--- src/rtl/uart_pkg.sv ---
// Shared types and constants for the UART transmitter block.
package uart_pkg;

    typedef enum logic [1:0] {
        PAR_NONE  = 2'b00,
        PAR_EVEN  = 2'b01,
        PAR_ODD   = 2'b10,
        PAR_NONE2 = 2'b11
    } parity_mode_t;

    typedef enum logic [2:0] {
        IDLE,
        START,
        DATA,
        PARITY,
        STOP
    } tx_state_t;

    localparam logic STOP_ONE = 1'b0;
    localparam logic STOP_TWO = 1'b1;

    // Both 00 and 11 mean "no parity bit in the frame".
    function automatic logic parity_enabled(input parity_mode_t mode);
        return (mode == PAR_EVEN) || (mode == PAR_ODD);
    endfunction

endpackage

--- src/rtl/uart_tx_fifo_if.sv ---
// Write-side handshake into the transmitter FIFO.
interface uart_tx_fifo_if #(
    parameter int DATA_W = 8
);
    logic [DATA_W-1:0] tx_data_i;
    logic              tx_valid_i;
    logic              tx_ready_o;

    modport master (output tx_data_i, output tx_valid_i, input  tx_ready_o);
    modport slave  (input  tx_data_i, input  tx_valid_i, output tx_ready_o);
endinterface

--- src/rtl/uart_sync_fifo.sv ---
// Single-clock FIFO; pointers carry an extra wrap bit so full and empty
// are distinguishable without a separate counter.
module uart_sync_fifo #(
    parameter int WIDTH = 8,
    parameter int DEPTH = 8
) (
    input  logic                     clk_i,
    input  logic                     rst_i,
    input  logic                     push_i,
    input  logic [WIDTH-1:0]         din_i,
    input  logic                     pop_i,
    output logic [WIDTH-1:0]         dout_o,
    output logic                     full_o,
    output logic                     empty_o,
    output logic [$clog2(DEPTH):0]   count_o
);
    localparam int AW = $clog2(DEPTH);

    logic [WIDTH-1:0] mem [DEPTH];
    logic [AW:0]      wr_ptr, rd_ptr;
    logic             do_push, do_pop;

    assign full_o  = (wr_ptr[AW] != rd_ptr[AW]) && (wr_ptr[AW-1:0] == rd_ptr[AW-1:0]);
    assign empty_o = (wr_ptr == rd_ptr);
    assign count_o = wr_ptr - rd_ptr;
    assign dout_o  = mem[rd_ptr[AW-1:0]];

    // A push while full is dropped even if a pop frees a slot on the same edge.
    assign do_push = push_i && !full_o;
    assign do_pop  = pop_i && !empty_o;

    // Storage: no reset needed, validity is tracked by the pointers.
    always_ff @(posedge clk_i) begin
        if (do_push) mem[wr_ptr[AW-1:0]] <= din_i;
    end

    // Pointer update; reset discards all contents.
    always_ff @(posedge clk_i or posedge rst_i) begin
        if (rst_i) begin
            wr_ptr <= '0;
            rd_ptr <= '0;
        end else begin
            if (do_push) wr_ptr <= wr_ptr + 1'b1;
            if (do_pop)  rd_ptr <= rd_ptr + 1'b1;
        end
    end

endmodule

--- src/rtl/uart_tx_fifo.sv ---
// UART transmitter: FIFO-buffered words serialised as start, data (LSB
// first), optional parity and 1/2 stop bits. Frame settings are latched
// when a word is popped so mid-frame config changes only hit later frames.
module uart_tx_fifo
    import uart_pkg::*;
#(
    parameter int DATA_W     = 8,
    parameter int FIFO_DEPTH = 8,
    parameter int DIV_W      = 16
) (
    input  logic                          clk_i,
    input  logic                          rst_i,
    uart_tx_fifo_if.slave                 tx_if,
    output logic                          tx_o,
    output logic                          busy_o,
    input  logic [DIV_W-1:0]              baudrate_i,
    input  logic [1:0]                    parity_mode_i,
    input  logic                          stopbit_i,
    output logic [$clog2(FIFO_DEPTH):0]   fifo_count_o
);
    localparam int BW = $clog2(DATA_W);

    tx_state_t         state;
    logic [DIV_W-1:0]  cnt, n_q;
    logic [DATA_W-1:0] shift;
    logic [BW-1:0]     bit_idx;
    logic              par_en_q, par_bit_q, two_stop_q, stop_idx_q;

    logic [DATA_W-1:0] fifo_dout;
    logic              fifo_full, fifo_empty, pop;
    logic              baud_done, last_stop, line;

    uart_sync_fifo #(.WIDTH(DATA_W), .DEPTH(FIFO_DEPTH)) u_fifo (
        .clk_i   (clk_i),
        .rst_i   (rst_i),
        .push_i  (tx_if.tx_valid_i),
        .din_i   (tx_if.tx_data_i),
        .pop_i   (pop),
        .dout_o  (fifo_dout),
        .full_o  (fifo_full),
        .empty_o (fifo_empty),
        .count_o (fifo_count_o)
    );

    assign tx_if.tx_ready_o = !fifo_full;

    assign baud_done = (cnt == n_q - 1'b1);
    assign last_stop = !two_stop_q || stop_idx_q;
    // Pop from IDLE, or on the final stop-bit edge so frames run gap-free.
    assign pop = !fifo_empty &&
                 ((state == IDLE) || ((state == STOP) && baud_done && last_stop));

    // Line level implied by the current state; registered into tx_o.
    always_comb begin
        line = 1'b1;
        case (state)
            START:   line = 1'b0;
            DATA:    line = shift[0];
            PARITY:  line = par_bit_q;
            default: line = 1'b1;
        endcase
    end

    // Frame FSM with baud counter, shifter and registered line/busy outputs.
    always_ff @(posedge clk_i or posedge rst_i) begin
        if (rst_i) begin
            state      <= IDLE;
            cnt        <= '0;
            n_q        <= DIV_W'(1);
            shift      <= '0;
            bit_idx    <= '0;
            par_en_q   <= 1'b0;
            par_bit_q  <= 1'b0;
            two_stop_q <= 1'b0;
            stop_idx_q <= 1'b0;
            tx_o       <= 1'b1;
            busy_o     <= 1'b0;
        end else begin
            // busy_o lags state by one cycle, like tx_o, so it covers the
            // whole visible frame on the line.
            tx_o   <= line;
            busy_o <= (state != IDLE) || !fifo_empty;
            if (pop) begin
                state      <= START;
                cnt        <= '0;
                shift      <= fifo_dout;
                n_q        <= (baudrate_i == '0) ? DIV_W'(1) : baudrate_i;
                par_en_q   <= parity_enabled(parity_mode_t'(parity_mode_i));
                par_bit_q  <= (parity_mode_t'(parity_mode_i) == PAR_ODD) ? ~^fifo_dout : ^fifo_dout;
                two_stop_q <= (stopbit_i == STOP_TWO);
            end else begin
                case (state)
                    START: begin
                        if (baud_done) begin
                            cnt     <= '0;
                            bit_idx <= '0;
                            state   <= DATA;
                        end else cnt <= cnt + 1'b1;
                    end
                    DATA: begin
                        if (baud_done) begin
                            cnt   <= '0;
                            shift <= shift >> 1;
                            if (bit_idx == BW'(DATA_W - 1)) begin
                                stop_idx_q <= 1'b0;
                                state      <= par_en_q ? PARITY : STOP;
                            end else bit_idx <= bit_idx + 1'b1;
                        end else cnt <= cnt + 1'b1;
                    end
                    PARITY: begin
                        if (baud_done) begin
                            cnt        <= '0;
                            stop_idx_q <= 1'b0;
                            state      <= STOP;
                        end else cnt <= cnt + 1'b1;
                    end
                    STOP: begin
                        if (baud_done) begin
                            cnt <= '0;
                            if (last_stop) state <= IDLE;
                            else           stop_idx_q <= 1'b1;
                        end else cnt <= cnt + 1'b1;
                    end
                    default: state <= IDLE;
                endcase
            end
        end
    end

endmodule

--- src/flat_wrapper.sv ---
// flat-port wrapper written by rule: the top's interface ports become plain ports
module uart_tx_fifo_flat import uart_pkg::*;
#(
    parameter int DATA_W     = 8,
    parameter int FIFO_DEPTH = 8,
    parameter int DIV_W      = 16
)
  (clk_i, rst_i, tx_o, busy_o, baudrate_i, parity_mode_i, stopbit_i, fifo_count_o, tx_if_tx_data_i, tx_if_tx_valid_i, tx_if_tx_ready_o);
  uart_tx_fifo_if #(.DATA_W(DATA_W)) tx_if_i ();
  input  logic clk_i;
  input  logic rst_i;
  output logic tx_o;
  output logic busy_o;
  input  logic [DIV_W-1:0] baudrate_i;
  input  logic [1:0] parity_mode_i;
  input  logic stopbit_i;
  output logic [$clog2(FIFO_DEPTH):0] fifo_count_o;
  input wire logic [$bits(tx_if_i.tx_data_i)-1:0] tx_if_tx_data_i;
  input wire logic [$bits(tx_if_i.tx_valid_i)-1:0] tx_if_tx_valid_i;
  output wire logic [$bits(tx_if_i.tx_ready_o)-1:0] tx_if_tx_ready_o;
  assign tx_if_i.tx_data_i = tx_if_tx_data_i;
  assign tx_if_i.tx_valid_i = tx_if_tx_valid_i;
  assign tx_if_tx_ready_o = tx_if_i.tx_ready_o;
  uart_tx_fifo #(.DATA_W(DATA_W), .FIFO_DEPTH(FIFO_DEPTH), .DIV_W(DIV_W)) u_core (.clk_i(clk_i), .rst_i(rst_i), .tx_if(tx_if_i), .tx_o(tx_o), .busy_o(busy_o), .baudrate_i(baudrate_i), .parity_mode_i(parity_mode_i), .stopbit_i(stopbit_i), .fifo_count_o(fifo_count_o));
endmodule
--- config.mk ---
export PLATFORM = sky130hd
export DESIGN_NAME = uart_tx_fifo_flat
export DESIGN_NICKNAME = d
export VERILOG_FILES = /design/src/rtl/uart_pkg.sv /design/src/rtl/uart_tx_fifo_if.sv /design/src/rtl/uart_sync_fifo.sv /design/src/rtl/uart_tx_fifo.sv /design/src/flat_wrapper.sv
export SDC_FILE = /design/constraint.sdc
export NUM_CORES = 1
export LEC_CHECK = 0
export CAP_MARGIN = 20
export CORE_UTILIZATION = 60
export CTS_BUF_LIST = sky130_fd_sc_hd__clkbuf_16
export DETAILED_ROUTE_END_ITERATION = 12
export GPL_ROUTABILITY_DRIVEN = 1
export GPL_TIMING_DRIVEN = 0
export PLACE_DENSITY = 0.89
export SKIP_CTS_REPAIR_TIMING = 1
export SLEW_MARGIN = 20
export SYNTH_ARGS = -nofsm -noshare
export SYNTH_HDL_FRONTEND = slang
export SYNTH_SLANG_ARGS = --single-unit
export TNS_END_PERCENT = 5
--- constraint.sdc ---
create_clock -name clk_i -period 6.43 [get_ports clk_i]
set_input_delay 1.6075 -clock clk_i [delete_from_list [all_inputs] [get_ports clk_i]]
set_output_delay 1.6075 -clock clk_i [all_outputs]
set_load 0.1 [all_outputs]
==> results.yml, run 1 <==
outcome:
  status: "finished clean"
clocking:
  cts-root-buf: "clkbuf_16"
  clk_latency_ns: 0.42
  cts_tree: "yes"
  htree_levels: 4
  cts.path.max_buffers: 2
  cts.sinks: 124
  clk_pin_slew_ns: 0.06
  cts_buffers: 17
synth:
  synth-seq-area-share: 0.558
  syn-cell-area_um2: 6140
  ys_ff_latch: 124
  async_reset_ff_frac: 0.484
  yosys-top-cells-area: "edfxtp_1 (31%), dfrtp_1 (24%), mux2_2 (4.2%)"
  syn_avg_cell_area_um2: 12.2
  synth-warning-count: 0
  synth.distinct_cells: 60
  syn-instance-count: 504
  synthDominantCellAreaShare: 0.313
  synth.largest_area_cell: "edfxtp_1"
  synthFlopType: "edfxtp_1"
  syn-num-nets: 545
  synth-edff-count: 64
sta:
  grt_setup_unrepaired: "false"
  finalSetupViolCount: 0
  maxSlewViolCount: 0
  fin_skew_ns: 0.00928
  tns_ns: 0
  tightest_slew_ns: 1.02
  max_freq_ghz: 0.196
  finalHoldViolations: 0
  max_slew_margin: 0.315
  post-route-period-util: 0.792
  post-route-min-period_ns: 5.09
  fin_hold_ws_ns: 0.489
power_and_ir_drop:
  p_per_area_nw_per_um2: 519
  p_leak_nw: 2.86
  ir_drop_mv: 1.25
  power.total_mw: 3.79
global_route:
  grt_usage: 0.307
  antenna_found_initial: 0
  grt_overflow: 0
  grt_start_max_net_pins: 51
  grt_pass1_vias: 4553
  grt_pass1_wl_um: 23500
hold_path:
  hold_class: "flop to flop"
floorplanning:
  ios: 37
  die_x_um: 103
  coreArea_um2: 9860
  die_h_um: 103
  dieArea_um2: 10600
  row_count: 36
  initial_core_util: 0.622
final_layout:
  drive_above_1_share: 0.147
  num-nets-final: 601
  antenna_cells: 0
  fill_cells: 592
  area_growth_pct: 18.9
  post-route-cell-area_um2: 7300
drt:
  viasPerCell: 6.30
  postRouteAntennaNets: 0
  wire_per_inst_um: 20.6
  drt-pass1-iter-count: 4
  drc: 0
  wirelength_um: 14500
  via_count: 4443
  drtIter0Drc: 278
worst_setup_path:
  cp-end-kind: "primary output"
  critical_path.max_fanout: 10
  arrival_ns: 3.49
  critPathKind: "flop to primary output"
  setup.worst_path.start_class: "flop"
  critPathRequiredTime_ns: 4.82
place:
  placed_area_um2: 6710
  dp_hpwl_um: 9800
  portBuffers: 36
  place_congestion: 0.936
run:
  maxCapViolCount: 0
[cell usage after synthesis (all sizes together), types with 2 or more instances]
| master | number |
|---|---|
| inv | 14 |
| nor4 | 10 |
| and4 | 2 |
| a221o | 5 |
| o21ai | 28 |
| a2111oi | 2 |
| buf | 7 |
| a221oi | 3 |
| o22ai | 6 |
| nand2 | 46 |
| xor2 | 10 |
| o211a | 7 |
| dfrtp | 58 |
| ha | 10 |
| clkbuf | 14 |
| a21oi | 9 |
| xnor3 | 3 |
| a22o | 4 |
| a211oi | 3 |
| nand3 | 17 |
| nor2b | 2 |
| mux2 | 24 |
| nor2 | 31 |
| nand4 | 3 |
| o211ai | 5 |
| mux4 | 9 |
| a31oi | 9 |
| nand3b | 2 |
| or3 | 8 |
| xnor2 | 19 |
| or4 | 5 |
| mux2i | 14 |
| and3 | 3 |
| dfstp | 2 |
| a21o | 4 |
| o31ai | 2 |
| or2 | 4 |
| nand2b | 5 |
| nor3 | 19 |
| edfxtp | 64 |
[power by group]
part	switching [mW]	internal, mW	total (mW)
combinational	0.976	0.620	1.60
sequential	0.176	1.04	1.22
clock	0.367	0.609	0.976
total	1.52	2.27	3.79
[cell families after synthesis]
logic type / Yosys count / synth area share
flip-flops: 124 / 0.558
adder cells (fa/ha/maj): 11 / 0.0236
AND/OR/NAND/NOR: 161 / 0.132
XOR/XNOR: 32 / 0.0524
multiplexers: 47 / 0.100
buffers and inverters: 35 / 0.0249
AO/OA/AOI/OAI: 94 / 0.108
[cell type report]
cell class                      instances  area (um^2)  area share
Sequential cell                       124         3430       0.469
Timing Repair Buffer                   37          388      0.0531
Clock buffer                           17          425      0.0583
Multi-Input combinational cell        345         2570       0.352
Clock inverter                         14          169      0.0231
Inverter                               14         55.1     0.00754
Tap cell                              133          166      0.0228
Buffer                                 21          100      0.0137
[flip-flops by register name, indices dropped and copies added (netlist names), 3 cells and up]
signal and cells:
u_core.shift 8, u_core.cnt 16, u_core.n_q 16, u_core.state 3
u_core.u_fifo.wr_ptr 4, u_core.u_fifo.mem 64, u_core.bit_idx 3, u_core.u_fifo.rd_ptr 4
[through the flow]
| stage | util | cells | setup WS, ns |
|---|---|---|---|
| 3_3_place_gp | 0.676 | 673 | 1.88 |
| 2_1_floorplan | - | 504 | 2.13 |
| 4_1_cts | 0.740 | 705 | 1.39 |
| 5_1_grt | 0.740 | 705 | 1.23 |
| 6_report | 0.740 | 705 | 1.34 |
| 3_5_place_dp | 0.680 | 674 | 1.87 |
[cells in the final DEF, fill, tap and decap left out, types with 3 or more instances in the layout]
cell / Yosys / final
a211oi_1: 3 / 3
a21o_1: 4 / 4
a21oi_1: 9 / 9
a221o_1: 5 / 5
a221oi_1: 3 / 3
a22o_1: 4 / 4
a31oi_1: 9 / 9
and3_1: 3 / 3
buf_2: 5 / 5
bufinv_16: 0 / 3
clkbuf_1: 14 / 14
clkbuf_16: 0 / 17
clkdlybuf4s50_1: 0 / 36
clkinvlp_4: 0 / 3
dfrtp_1: 58 / 58
edfxtp_1: 64 / 64
ha_1: 10 / 10
inv_1: 14 / 15
inv_6: 0 / 5
mux2_2: 23 / 23
mux2i_1: 14 / 14
mux4_2: 9 / 9
nand2_1: 46 / 46
nand2b_1: 5 / 5
nand3_1: 17 / 17
nand4_1: 3 / 3
nor2_1: 30 / 30
nor3_1: 19 / 17
nor4_1: 8 / 8
o211a_1: 7 / 7
o211ai_1: 5 / 5
o21ai_0: 24 / 24
o21ai_1: 3 / 3
o22ai_1: 6 / 6
or2_2: 4 / 4
or3_1: 8 / 8
or4_1: 5 / 5
xnor2_1: 19 / 19
xnor3_1: 3 / 3
xor2_1: 10 / 10
[path summary, 6_finish.rpt]
path	startpoint	slack, ns	to	cells after the start
max	u_core.u_fifo.rd_ptr[2]	1.34	tx_if_tx_ready_o	6
min	u_core.bit_idx[1]	0.49	u_core.bit_idx[1]	1
max reg2reg	u_core.n_q[0]	2.64	u_core.n_q[2]	12
min reg2reg	u_core.bit_idx[1]	0.49	u_core.bit_idx[1]	1
max in group asynchronous	rst_i	4.45	u_core.n_q[0]	3
min in group asynchronous	rst_i	1.45	u_core.stop_idx_q	2
[critical path: stages (launching register included)]
cell	delay, ns
dfrtp_1	0.35
clkbuf_1	0.42
inv_1	0.26
ha_1	0.38
nand3_1	0.23
nand2b_1	0.26
clkdlybuf4s50_1	1.17
[metal layers]
metal | vias up | global-route usage | part of all wire
met1 | 2187 | 0.377 | 0.40
met4 | 0 | 0.141 | 0.029
met2 | 192 | 0.516 | 0.51
li1 | 2023 | - | -
met3 | 41 | 0.0759 | 0.067
met5 | - | 0 | 0
No activity file was read; power rests on OpenSTA's default activity.
==> run 2: changes to the inputs <==
==> constraint.sdc (replaced) <==
create_clock -name clk_i -period 5 [get_ports clk_i]
set_input_delay 1.25 -clock clk_i [delete_from_list [all_inputs] [get_ports clk_i]]
set_output_delay 1.25 -clock clk_i [all_outputs]
set_load 0.1 [all_outputs]
==> results of run 2 <==
Same layout as run 1 (identical final DEF). Status: finished clean.
Among the figures that moved: setup slack after placement 1.87 ns -> 0.802 ns; setup slack after layout 1.34 ns -> 0.264 ns; register-to-register setup slack 2.64 ns -> 1.21 ns; total power 3.79 mW -> 4.87 mW; worst IR drop on VDD 1.25 mV -> 1.60 mV
